$ cat config.mk
export PLATFORM = sky130hd
export DESIGN_NAME = cache_mem_arbiter
export DESIGN_NICKNAME = d
export VERILOG_FILES = /design/src/rtl/cache_mem_arbiter_pkg.sv /design/src/rtl/cache_mem_arbiter_burst_ctrl.sv /design/src/rtl/cache_mem_arbiter.sv
export SDC_FILE = /design/constraint.sdc
export NUM_CORES = 1
export LEC_CHECK = 0
export ABC_AREA = 0
export ABC_CLOCK_PERIOD_IN_PS = 4400
export CAP_MARGIN = 20
export CORE_ASPECT_RATIO = 1.4
export CORE_UTILIZATION = 25
export DETAILED_ROUTE_END_ITERATION = 6
export GPL_TIMING_DRIVEN = 0
export REMOVE_ABC_BUFFERS = 1
export SETUP_SLACK_MARGIN = 0.3
export SLEW_MARGIN = 20
export SYNTH_ARGS = -nofsm -noshare
export SYNTH_HDL_FRONTEND = slang
export SYNTH_HIERARCHICAL = 1
export SYNTH_SLANG_ARGS = --single-unit
$ cat constraint.sdc
create_clock -name clk -period 4.4 [get_ports clk]
set_clock_uncertainty 0.2 [all_clocks]
set_input_delay 0.88 -clock clk [delete_from_list [all_inputs] [get_ports clk]]
set_output_delay 0.88 -clock clk [all_outputs]
set_load 0.02 [all_outputs]
$ cat src/rtl/cache_mem_arbiter_pkg.sv
// Shared types and constants for the cache/memory arbiter: state encoding, burst geometry and
// the ripple-carry adder used by the burst address generator.
package cache_mem_arbiter_pkg;

    typedef enum logic [1:0] {
        StIdle  = 2'd0,
        StWrite = 2'd1,
        StFillI = 2'd2,
        StFillD = 2'd3
    } arb_state_e;

    // Memory read latency; the arbiter never counts it, it only waits for mem_data_valid.
    localparam int unsigned MEM_LATENCY       = 4;
    localparam int unsigned WORDS_PER_BLOCK   = 8;
    localparam int unsigned BLOCK_OFFSET_BITS = 4;
    localparam int unsigned WORD_STRIDE       = 2;
    localparam int unsigned CNT_W             = 4;

    localparam logic [CNT_W-1:0] BURST_LEN  = CNT_W'(WORDS_PER_BLOCK);
    localparam logic [CNT_W-1:0] BURST_LAST = CNT_W'(WORDS_PER_BLOCK - 1);

    function automatic logic [15:0] rca_16bit(input logic [15:0] a, input logic [15:0] b);
        logic [15:0] s;
        logic        carry;
        carry = 1'b0;
        for (int i = 0; i < 16; i++) begin
            s[i]  = a[i] ^ b[i] ^ carry;
            carry = (a[i] & b[i]) | (carry & (a[i] ^ b[i]));
        end
        return s;
    endfunction

endpackage

$ cat src/rtl/cache_mem_arbiter_burst_ctrl.sv
// Burst bookkeeping for one 8-word block fill: issue/return counters, block base latch and the
// per-word read address generator.
module mem_burst_ctrl
    import cache_mem_arbiter_pkg::*;
(
    input  logic        clk,
    input  logic        rst_n,
    input  logic        start,
    input  logic [15:0] miss_addr,
    input  logic        issue,
    input  logic        ret,
    output logic [15:0] issue_addr,
    output logic        issue_done,
    output logic        ret_done
);

    logic [CNT_W-1:0] issue_cnt_q, issue_cnt_d;
    logic [CNT_W-1:0] ret_cnt_q, ret_cnt_d;
    logic [15:0]      base_q, base_d;
    logic [15:0]      offset;

    assign issue_done = (issue_cnt_q >= BURST_LEN);
    // Done one cycle early when the last word is returning, so the fill spans 8+latency cycles.
    assign ret_done   = (ret_cnt_q >= BURST_LEN) || (ret && (ret_cnt_q == BURST_LAST));

    assign offset     = {11'b0, issue_cnt_q, 1'b0};
    assign issue_addr = rca_16bit(base_q, offset);

    always_comb begin
        issue_cnt_d = issue_cnt_q;
        ret_cnt_d   = ret_cnt_q;
        base_d      = base_q;
        if (start) begin
            issue_cnt_d = '0;
            ret_cnt_d   = '0;
            base_d      = {miss_addr[15:BLOCK_OFFSET_BITS], {BLOCK_OFFSET_BITS{1'b0}}};
        end else begin
            if (issue && !issue_done) begin
                issue_cnt_d = issue_cnt_q + 1'b1;
            end
            if (ret && (ret_cnt_q < BURST_LEN)) begin
                ret_cnt_d = ret_cnt_q + 1'b1;
            end
        end
    end

    always_ff @(posedge clk) begin
        if (!rst_n) begin
            issue_cnt_q <= '0;
            ret_cnt_q   <= '0;
            base_q      <= '0;
        end else begin
            issue_cnt_q <= issue_cnt_d;
            ret_cnt_q   <= ret_cnt_d;
            base_q      <= base_d;
        end
    end

endmodule

$ cat src/rtl/cache_mem_arbiter.sv
// Arbitrates the shared pipelined memory between I-cache fills, D-cache fills and D-cache
// write-through stores; one owner at a time with a mandatory idle cycle between owners.
module cache_mem_arbiter
    import cache_mem_arbiter_pkg::*;
(
    input  logic        clk,
    input  logic        rst_n,
    input  logic        icache_req,
    input  logic [15:0] icache_addr,
    input  logic        dcache_req,
    input  logic [15:0] dcache_addr,
    input  logic        dcache_wr_req,
    input  logic [15:0] dcache_wr_addr,
    input  logic [15:0] dcache_wr_data,
    output logic        icache_grant,
    output logic        dcache_grant,
    output logic        dcache_wr_ack,
    output logic        icache_data_valid,
    output logic        dcache_data_valid,
    output logic [15:0] fill_data,
    output logic        mem_enable,
    output logic        mem_wr,
    output logic [15:0] mem_addr,
    output logic [15:0] mem_data_in,
    input  logic [15:0] mem_data_out,
    input  logic        mem_data_valid
);

    arb_state_e  state_q, state_d;
    logic        start;
    logic        fill_active;
    logic        ret;
    logic        issue_done;
    logic        ret_done;
    logic [15:0] miss_addr;
    logic [15:0] issue_addr;

    assign fill_active = (state_q == StFillI) || (state_q == StFillD);
    // Returns are only counted while a fill owns the port; stray strobes elsewhere are dropped.
    assign ret         = fill_active && mem_data_valid;
    assign miss_addr   = dcache_req ? dcache_addr : icache_addr;
    assign fill_data   = mem_data_out;

    mem_burst_ctrl u_burst_ctrl (
        .clk       (clk),
        .rst_n     (rst_n),
        .start     (start),
        .miss_addr (miss_addr),
        .issue     (fill_active),
        .ret       (ret),
        .issue_addr(issue_addr),
        .issue_done(issue_done),
        .ret_done  (ret_done)
    );

    always_comb begin
        state_d           = state_q;
        start             = 1'b0;
        icache_grant      = 1'b0;
        dcache_grant      = 1'b0;
        dcache_wr_ack     = 1'b0;
        icache_data_valid = 1'b0;
        dcache_data_valid = 1'b0;
        mem_enable        = 1'b0;
        mem_wr            = 1'b0;
        mem_addr          = 16'h0;
        mem_data_in       = 16'h0;
        case (state_q)
            StIdle: begin
                if (dcache_wr_req) begin
                    state_d = StWrite;
                end else if (dcache_req) begin
                    start   = 1'b1;
                    state_d = StFillD;
                end else if (icache_req) begin
                    start   = 1'b1;
                    state_d = StFillI;
                end
            end
            StWrite: begin
                mem_enable    = 1'b1;
                mem_wr        = 1'b1;
                mem_addr      = dcache_wr_addr;
                mem_data_in   = dcache_wr_data;
                dcache_wr_ack = 1'b1;
                state_d       = StIdle;
            end
            StFillI: begin
                icache_grant      = 1'b1;
                mem_enable        = !issue_done;
                mem_addr          = issue_done ? 16'h0 : issue_addr;
                icache_data_valid = mem_data_valid;
                if (ret_done) begin
                    state_d = StIdle;
                end
            end
            StFillD: begin
                dcache_grant      = 1'b1;
                mem_enable        = !issue_done;
                mem_addr          = issue_done ? 16'h0 : issue_addr;
                dcache_data_valid = mem_data_valid;
                if (ret_done) begin
                    state_d = StIdle;
                end
            end
            default: state_d = StIdle;
        endcase
    end

    always_ff @(posedge clk) begin
        if (!rst_n) begin
            state_q <= StIdle;
        end else begin
            state_q <= state_d;
        end
    end

endmodule

==> results by group, run 1 <==
Cells and area
  – Most frequent cells in the layout: clkdlybuf4s50_1, dfxtp_1, and2_1, a22o_1, mux2i_1
  – Commonest non-fill, non-tap cell in the layout: clkdlybuf4s50_1
  – Number of diodes: 0
  – Ratio of cells with drive above 1 in the final layout: 16.86%
  – Area grow syn2layout: 56.22%
  – Final nets: 357
  – Design area: ~0.0028 mm^2

Placed design
  – Post-DP Area: 0.002650 mm^2
  – Port bufs: 100
  – DPL Wire Length: ~3.7 mm
  – RD Place Congestion: between 0.7 and 0.8

Clock network
  – Clk slew on worst S/H paths: 0.08 ns
  – CTS sink count: 22
  – H-tree Lvls: 1
  – Clock tree from TritonCTS: built
  – Clock Tree Buf Depth: 2
  – Root Driver: clkbuf_8
  – CTS buffer count: 3
  – Skew-Pair Late Insertion Delay: 0.27 ns

Route
  – Initial DRC count: 14
  – Post-route DRC: 0
  – Drt total wl: about 4.7 mm
  – Pre-Repair DR Iteration Count: 3
  – Via count: 1519
  – Final antenna-violating net count: 0
  – Routed WL per cell: 13.49 um
  – Vias per cell: 4.340

Die
  – Core outline area: 0.006937 mm^2
  – Die width: about 73 um
  – Die height: 101.9 um
  – Boundary Pins: 141
  – # rows: 36
  – Die Footprint: 0.007468 mm^2
  – Initial core utilization: 25.67%

Setup path
  – Delay-heaviest family, CP: adder cells
  – Slowest stage cell, crit path: dfxtp_4
  – Most used cell, CP: ha_2
  – Critical path cell sequence: ha_2 > ha_2 > ha_2 > ha_2 > ha_4 > ha_4 > ha_4 > ha_2 > ha_2 > ha_1 > ha_2 > xor2_1 > a22o_1 > buf_6
  – Max stage delay on crit path: 0.35 ns
  – Max FO, Critical Path: 2
  – Critical setup path kind: reg2out
  – CP Data Required Time: 3.32 ns
  – WP buf/inv: 1
  – CP startpoint kind: flop
  – Crit path arrival time: 2.92 ns
  – CP endpoint kind: primary output

Logic synthesis
  – Avg Inst Size Synth: 9.676 um^2
  – YS warnings: 6
  – Post-Syn Area: 0.001780 mm^2
  – Mapped Cells: 184

Timing
  – Max-slew headroom: 50.74%
  – Fin. max-slew vios: 0
  – Endpoints failing setup: 0
  – Min Tclk post-route: about 4 ns
  – RSZ-0062 raised after global routing: no
  – Period utilisation layout: 90.84%
  – Slew @ Worst Pin: about 0.74 ns
  – Fmax: 250.2 MHz
  – Final setup TNS: 0 ns
  – Final hold violation count: 0

Power
  – PwrDens: 237.3 mW/mm^2
  – Sw Ratio: between 20 and 30%
  – Power Total: between 0.6 and 0.7 mW
  – Pleak: 1.055 nW
  – Int Power: 0.4737 mW
  – Clock network fraction of total power: a little under 30%
  – Combinational fraction of design power: 37.2%
  – Peak VDD IR: 0.1090 mV
  – Sw Pwr: 0.1863 mW
  – Flop pwr share: 33.9%

Job
  – Maxcap violations: 0

Min path
  – Hold crit path type: reg2reg

Global routing
  – Largest net degree at the start of global routing: 35
  – GRT Total Usage: 12.37%
  – Grt ovf: 0
  – First-pass GRT wire length: 7.003 mm
  – Initial antenna violation count: 0
  – Vias in the first global route: 1402

Outcome
  – Status: completed
-- through the flow --
step	util [%]	instances	setup WS [ns]	hold slack [ns]
after detailed placement	38.20	345	0.001934	0.3153
after floorplan	-	149	0.6506	0.2869
after global routing	40.10	350	0.3002	0.3589
final	40.10	350	0.4031	0.3338
after global placement	37.88	344	-0.09277	0.3056
after CTS	39.52	350	0.2851	0.3375
-- final cells by class --
type | count | area [um^2]
clock buffers | 3 | 41.29
inverters | 4 | 15.01
clock inverters | 1 | 30.03
well taps | 95 | 118.9
fillers | 737 | 4155
multi-input cells | 123 | 1119
flip-flops and latches | 22 | 444.2
repair buffers | 102 | 1013
-- power groups by stage --
stage               combinational [mW]  clock [mW]  sequential [mW]
finish                           0.245       0.191            0.224
CTS                              0.249       0.196            0.223
global route                     0.266       0.203            0.226
floorplan                        0.118           0            0.224
global placement                 0.246           0            0.227
detailed placement               0.249           0            0.228
-- registers in the layout, indices dropped and copies added, names as in the netlist --
name,count
state_q,2
u_burst_ctrl/base_q,12
u_burst_ctrl/ret_cnt_q,4
u_burst_ctrl/issue_cnt_q,4
-- tightest hold or removal path: stages (launching register included) --
cell	delay (ns)
dfxtp_1	0.32
mux2i_1	0.12
nor2b_1	0.05
-- final timing paths --
| check | end | slack, ns | cells after the start | startpoint |
|---|---|---|---|---|
| worst max-delay path | mem_addr[15] | 0.40 | 14 | u_burst_ctrl/issue_cnt_q[3] |
| worst min register to register | u_burst_ctrl/base_q[11] | 0.33 | 2 | u_burst_ctrl/base_q[11] |
| worst min-delay path | u_burst_ctrl/base_q[11] | 0.33 | 2 | u_burst_ctrl/base_q[11] |
| worst max register to register | u_burst_ctrl/ret_cnt_q[3] | 2.15 | 4 | state_q[1] |
-- layer usage --
layer  wire length, um  GRT usage, %  up-vias
li1                  -             -      741
met1              1751         13.26      679
met2              2272         21.44       94
met3               637         5.424        5
met4                57         4.438        0
met5                 0             0        -
-- what timing repair did --
| item | in CTS | in global routing |
|---|---|---|
| buffers inserted | 1 | 0 |
| gates resized for setup | 20 | 7 |
| endpoints found under the setup margin | 4 | 3 |
| hold buffers | 0 | 0 |
No activity file was read; power rests on OpenSTA's default activity.
==> run 2: changes to the inputs <==
--- a/config.mk
+++ b/config.mk
@@ -9,5 +9,5 @@
 export ABC_CLOCK_PERIOD_IN_PS = 4400
 export CAP_MARGIN = 20
-export CORE_ASPECT_RATIO = 1.4
+export CORE_ASPECT_RATIO = 1.5
 export CORE_UTILIZATION = 25
 export DETAILED_ROUTE_END_ITERATION = 6
==> constraint.sdc (replaced) <==
create_clock -name clk -period 4.4 [get_ports clk]
set_clock_uncertainty 0.2 [all_clocks]
set_input_delay 0.44 -clock clk [delete_from_list [all_inputs] [get_ports clk]]
set_output_delay 0.44 -clock clk [all_outputs]
set_load 0.02 [all_outputs]
==> run 2 against run 1 <==
Compared with the run above:
- the flow now finishes with violations (design-rule violations)
- sequential share of layout area grew 0.40 points
- critical path depth shrank 1
- wire length grew 0.83%
- final cell count shrank 5.1%
- first-iteration DRC count grew to 3.9 times the previous value
- global-route usage grew 0.47 points
- via count grew 0.20%
- highest routed layer unchanged
==> results by group, run 2 (same netlist as run 1, synthesis figures left out) <==
Outcome
  – Failing checks: design-rule violations
  – Status: finished, violations left

Global routing
  – First-pass GRT wire length: 7.603 mm
  – Initial antenna violation count: 0
  – Largest net degree at the start of global routing: 35
  – GRT Total Usage: 12.84%
  – Grt ovf: 0
  – Vias in the first global route: 1542

Power
  – Combinational fraction of design power: 37.2%
  – Int Power: 0.4732 mW
  – Peak VDD IR: between 0.1 and 0.15 mV
  – Sw Ratio: around 28%
  – Clock network fraction of total power: 28.7%
  – Sw Pwr: 0.1841 mW
  – Flop pwr share: 34.0%
  – Pleak: 1.087 nW
  – PwrDens: 243.7 mW/mm^2

Setup path
  – CP startpoint kind: flop
  – Max FO, Critical Path: 6
  – Crit path from: u_burst_ctrl/issue_cnt_q[3]
  – Crit path arrival time: between 3 and 4 ns
  – Critical setup path kind: reg2out
  – CP Data Required Time: 3.76 ns
  – Worst R2R Start: state_q[1]
  – CP endpoint kind: primary output

Placed design
  – Port bufs: 100
  – Post-DP Area: between 0.002 and 0.003 mm^2
  – RD Place Congestion: 0.6482
  – DPL Wire Length: 3.700 mm
  – Pre-CTS setup slack: 0.4140 ns

Cells and area
  – Ratio of cells with drive above 1 in the final layout: 12.20%
  – Largest regs: u_burst_ctrl/base_q: 12 flops, u_burst_ctrl/issue_cnt_q: 4 flops, u_burst_ctrl/ret_cnt_q: 4 flops
  – Area grow syn2layout: 51.51%
  – Max reg flops: 12
  – Top reg by flops: u_burst_ctrl/base_q
  – Number of diodes: 0
  – Commonest non-fill, non-tap cell in the layout: clkdlybuf4s50_1
  – Fill count: 704
  – Design area: between 0.002 and 0.003 mm^2
  – Area of the multi-input gates: 0.001064 mm^2
  – Seq. cell area: 441.7 um^2
  – Most frequent cells in the layout: clkdlybuf4s50_1, dfxtp_1, and2_1, a22o_1, ha_1
  – Final nets: 356

Clock network
  – Postcts setup bufs: 0
  – Post-CTS Hold Buffers: 0
  – Clock Tree Buf Depth: 2
  – CTS sink count: 22
  – Clk slew on worst S/H paths: 0.09 ns
  – CTS buffer count: 3
  – Post-CTS Resized: 2
  – Clock tree from TritonCTS: built
  – Root Driver: clkbuf_8
  – Skew-Pair Late Insertion Delay: 0.26 ns
  – H-tree Lvls: 1

Timing
  – Final WS setup: 0.4657 ns
  – RSZ-0062 raised after global routing: no
  – Fin. max-slew vios: 0
  – Worst hold slack: 0.3290 ns
  – Final hold violation count: 0
  – Min Tclk post-route: 3.934 ns
  – Fmax: 254.2 MHz
  – Period utilisation layout: 89.42%
  – Max-slew headroom: 49.38%
  – Final setup TNS: 0 ns
  – Endpoints failing setup: 0
  – Slew @ Worst Pin: 0.7559 ns

Die
  – Die height: 105.4 um
  – Core outline area: 0.006852 mm^2
  – # rows: 37
  – Boundary Pins: 141
  – Die width: 70.91 um
  – Initial core utilization: 25.99%
  – Die Footprint: 0.007470 mm^2

Route
  – Final antenna-violating net count: 0
  – Vias per cell: about 4.6
  – Pre-Repair DR Iteration Count: 5
  – Via count: 1522
  – Drt total wl: between 4 and 5 mm
  – Post-route DRC: 32
  – Initial DRC count: 54
  – Routed WL per cell: ~14 um

Min path
  – Hold crit path type: reg2reg
  – Min-Delay Startpoint: u_burst_ctrl/base_q[12]

Job
  – Maxcap violations: 0
run 2: cell count changes in the layout (fill, tap and decap cells not counted), sizes merged:
cell,before,now
dlymetal6s2s,0,1
dlygate4sd2,2,1
clkbuf,3,4
buf,4,1
clkdlybuf4s50,96,97
run 2: final timing paths:
path | end | slack [ns] | cells after the start
max | mem_addr[14] | 0.47 | 13
min | u_burst_ctrl/base_q[12] | 0.33 | 2
max reg2reg | u_burst_ctrl/ret_cnt_q[2] | 2.34 | 3
min reg2reg | u_burst_ctrl/base_q[12] | 0.33 | 2
run 2: power by group through the flow:
stage / clock (mW) / combinational [mW] / sequential (mW)
3_3_place_gp: 0 / 0.246 / 0.227
5_1_grt: 0.203 / 0.264 / 0.226
2_1_floorplan: 0 / 0.118 / 0.224
4_1_cts: 0.195 / 0.249 / 0.224
3_5_place_dp: 0 / 0.249 / 0.229
6_report: 0.189 / 0.245 / 0.224
run 2: area by class of cell:
cell class,count,area share [%]
Sequential cell,22,16.37
Inverter,4,0.5566
Timing Repair Buffer,101,37.38
Tap cell,78,3.618
Clock inverter,1,1.113
Clock buffer,3,1.531
Multi-Input combinational cell,123,39.42
run 2: critical path: stages (launching register included):
cell	delay, ns
dfxtp_2	0.36
ha_1	0.21
ha_1	0.20
ha_1	0.18
ha_1	0.18
ha_1	0.18
ha_1	0.18
ha_1	0.20
ha_1	0.19
ha_1	0.18
ha_1	0.18
ha_1	0.27
a22o_1	0.20
dlygate4sd2_1	0.32
run 2: stage by stage:
stage	utilization, %	total power, mW	std cells
floorplan	-	0.3425	149
global placement	38.04	0.4730	327
detailed placement	38.37	0.4774	328
CTS	39.37	0.6674	332
global route	39.37	0.6933	332
finish	39.37	0.6573	332
run 2: metal layers:
layer / track usage, % / vias to the layer above / part of all wire, %
li1: - / 739 / -
met1: 14.29 / 688 / 39
met2: 22.32 / 93 / 47
met3: 5.258 / 2 / 13
met4: 3.429 / 0 / 0.57
met5: 0 / - / 0
==> run 3: changes to the inputs <==
Settings changed: CORE_ASPECT_RATIO 1.5 to 1.25, CORE_UTILIZATION 25 to 34, PLACE_DENSITY set to 0.82, REMOVE_ABC_BUFFERS 1 to not set.
==> run 3 against run 2 <==
Compared with the run above:
- worst hold slack hardly changed
- largest power group unchanged
- clock power shrank 35%
- critical path depth decreased by 1
- critical endpoint is now mem_addr[13]
- largest cell class is now buffers
- the run now ends clean
- setup slack worse by 0.024 ns
- count of clock-buffer cells in the layout unchanged
- register-to-register slack better by 0.35 ns
- wire length shrank 1.8%
- sequential share of layout area fell by 1.9 points
- combinational power rose by 24%
==> results by group, run 3 (same netlist as run 1, synthesis figures left out) <==
Setup path
  – CP Data Required Time: roughly 3.8 ns
  – Reg-to-reg endpoint: u_burst_ctrl/base_q[15]
  – Crit path from: u_burst_ctrl/issue_cnt_q[3]
  – CP endpoint kind: primary output
  – Max FO, Critical Path: 5
  – Crit path arrival time: approximately 3.3 ns
  – CP startpoint kind: flop
  – Slowest stage cell, crit path: clkdlybuf4s50_1
  – Worst R2R Path Depth: 6
  – FF-to-FF setup slack: 2.69 ns
  – Max stage delay on crit path: 0.53 ns
  – Critical path cell sequence: ha_1 > ha_1 > ha_1 > ha_1 > ha_1 > ha_1 > ha_1 > ha_1 > ha_1 > ha_1 > a22o_1 > clkdlybuf4s50_1
  – Worst R2R Start: state_q[1]
  – Worst Setup EP: mem_addr[13]
  – Most used cell, CP: ha_1
  – Critical setup path kind: reg2out

Route
  – Vias per cell: between 4 and 5
  – Drt total wl: 4.674 mm
  – Final antenna-violating net count: 0
  – Via count: 1674
  – Initial DRC count: 25
  – Pre-Repair DR Iteration Count: 4
  – Post-route DRC: 0
  – Routed WL per cell: 12.84 um

Die
  – Die Footprint: 0.005532 mm^2
  – Boundary Pins: 141
  – Initial core utilization: 35.30%
  – Core outline area: 0.005044 mm^2
  – # rows: 29
  – Die height: 82.91 um
  – Die width: 66.73 um

Clock network
  – Clk slew on worst S/H paths: ~0.070 ns
  – CTS sink count: 22
  – Root Driver: clkbuf_8
  – H-tree Lvls: 1
  – Clock tree from TritonCTS: built
  – Clock Tree Buf Depth: 2
  – Post-CTS Resized: 2
  – Post-CTS Hold Buffers: 0
  – CTS buffer count: 3
  – Postcts setup bufs: 0
  – Skew-Pair Late Insertion Delay: 0.26 ns

Timing
  – Final setup TNS: 0 ns
  – RSZ-0062 raised after global routing: no
  – Final hold violation count: 0
  – Min Tclk post-route: 3.959 ns
  – Fmax: roughly 250 MHz
  – Period utilisation layout: 89.97%
  – Fin. max-slew vios: 0
  – Endpoints failing setup: 0

Cells and area
  – Commonest non-fill, non-tap cell in the layout: clkdlybuf4s50_1
  – Most frequent cells in the layout: clkdlybuf4s50_1, buf_4, dfxtp_1, and2_1
  – Area grow syn2layout: 70.98%
  – Ratio of cells with drive above 1 in the final layout: 19.54%
  – Design area: ~0.0030 mm^2
  – Max reg flops: 12
  – Largest regs: u_burst_ctrl/base_q: 12 flops, u_burst_ctrl/issue_cnt_q: 4 flops, u_burst_ctrl/ret_cnt_q: 4 flops
  – Final nets: 405
  – Fill count: 460
  – Number of diodes: 0
  – Top reg by flops: u_burst_ctrl/base_q

Power
  – Flop pwr share: 34.0%
  – Combinational fraction of design power: between 40% and 50%
  – Clock network fraction of total power: 19.1%
  – Sw Ratio: 30.41%
  – Sw Pwr: 0.1963 mW
  – PwrDens: 212.1 mW/mm^2
  – Int Power: 0.4493 mW
  – Peak VDD IR: between 0.1 and 0.15 mV
  – Pleak: 1.276 nW

Global routing
  – Largest net degree at the start of global routing: 12
  – GRT Total Usage: 16.38%
  – Grt ovf: 0
  – Initial antenna violation count: 0
  – Vias in the first global route: 1637
  – First-pass GRT wire length: 7.182 mm

Min path
  – Hold crit path type: reg2reg

Logic synthesis
  – Syn nets: approximately 290

Placed design
  – RD Place Congestion: 0.8126
  – Port bufs: 115
  – DPL Wire Length: ~3.8 mm
  – Post-DP Area: 0.003009 mm^2

Outcome
  – Status: completed

Job
  – Maxcap violations: 0
==> run 3: critical path, delay by kind of cell (launching register included) <==
kind	cells	cell delay, ns
AOI/OAI and AO/OA	1	0.20
adders and majority gates	10	1.97
buffers and inverters	1	0.53
DFF	1	0.36
==> run 3: power groups by stage <==
| stage | combinational [mW] | clock (mW) | sequential [mW] |
|---|---|---|---|
| global placement | 0.302 | 0 | 0.224 |
| global route | 0.323 | 0.134 | 0.221 |
| finish | 0.303 | 0.123 | 0.220 |
| floorplan | 0.165 | 0 | 0.222 |
| detailed placement | 0.306 | 0 | 0.225 |
| CTS | 0.306 | 0.128 | 0.220 |
==> run 3: final cells by class <==
class	instances	area, um^2	share of cell area (%)
well taps	62	77.57	2.548
multi-input cells	123	1052	34.57
inverters	4	15.01	0.4932
flip-flops and latches	22	440.4	14.47
repair buffers	115	1145	37.61
plain buffers	35	272.8	8.960
clock buffers	3	41.29	1.356
==> run 3: how the worst min path moves through the flow <==
stage / cells after the start / start / slack (ns) / end
final: 2 / u_burst_ctrl/base_q[6] / 0.33 / u_burst_ctrl/base_q[6]
after global routing: 2 / u_burst_ctrl/base_q[7] / 0.35 / u_burst_ctrl/base_q[7]
after CTS: 2 / u_burst_ctrl/base_q[9] / 0.33 / u_burst_ctrl/base_q[9]
after detailed placement: 2 / u_burst_ctrl/base_q[14] / 0.32 / u_burst_ctrl/base_q[14]
after global placement: 2 / u_burst_ctrl/base_q[6] / 0.30 / u_burst_ctrl/base_q[6]
after floorplan: 2 / u_burst_ctrl/base_q[4] / 0.29 / u_burst_ctrl/base_q[4]
==> run 3: through the flow <==
step | worst slack [ns] | utilization (%) | hold slack, ns | std cells | power [mW]
final | 0.4413 | 60.36 | 0.3292 | 364 | 0.6456
after global routing | 0.3208 | 60.36 | 0.3472 | 364 | 0.6780
after CTS | 0.3838 | 60.43 | 0.3332 | 364 | 0.6545
after detailed placement | 0.4425 | 59.66 | 0.3158 | 361 | 0.5306
after global placement | 0.4861 | 59.66 | 0.3045 | 361 | 0.5261
after floorplan | 1.104 | - | 0.2868 | 184 | 0.3874
==> run 3: routing by layer <==
metal | global-route usage, % | wire length [um]
met1 | 17.81 | 1827
met2 | 31.04 | 2394
met3 | 3.159 | 383
met4 | 3.868 | 69
met5 | 0 | 0
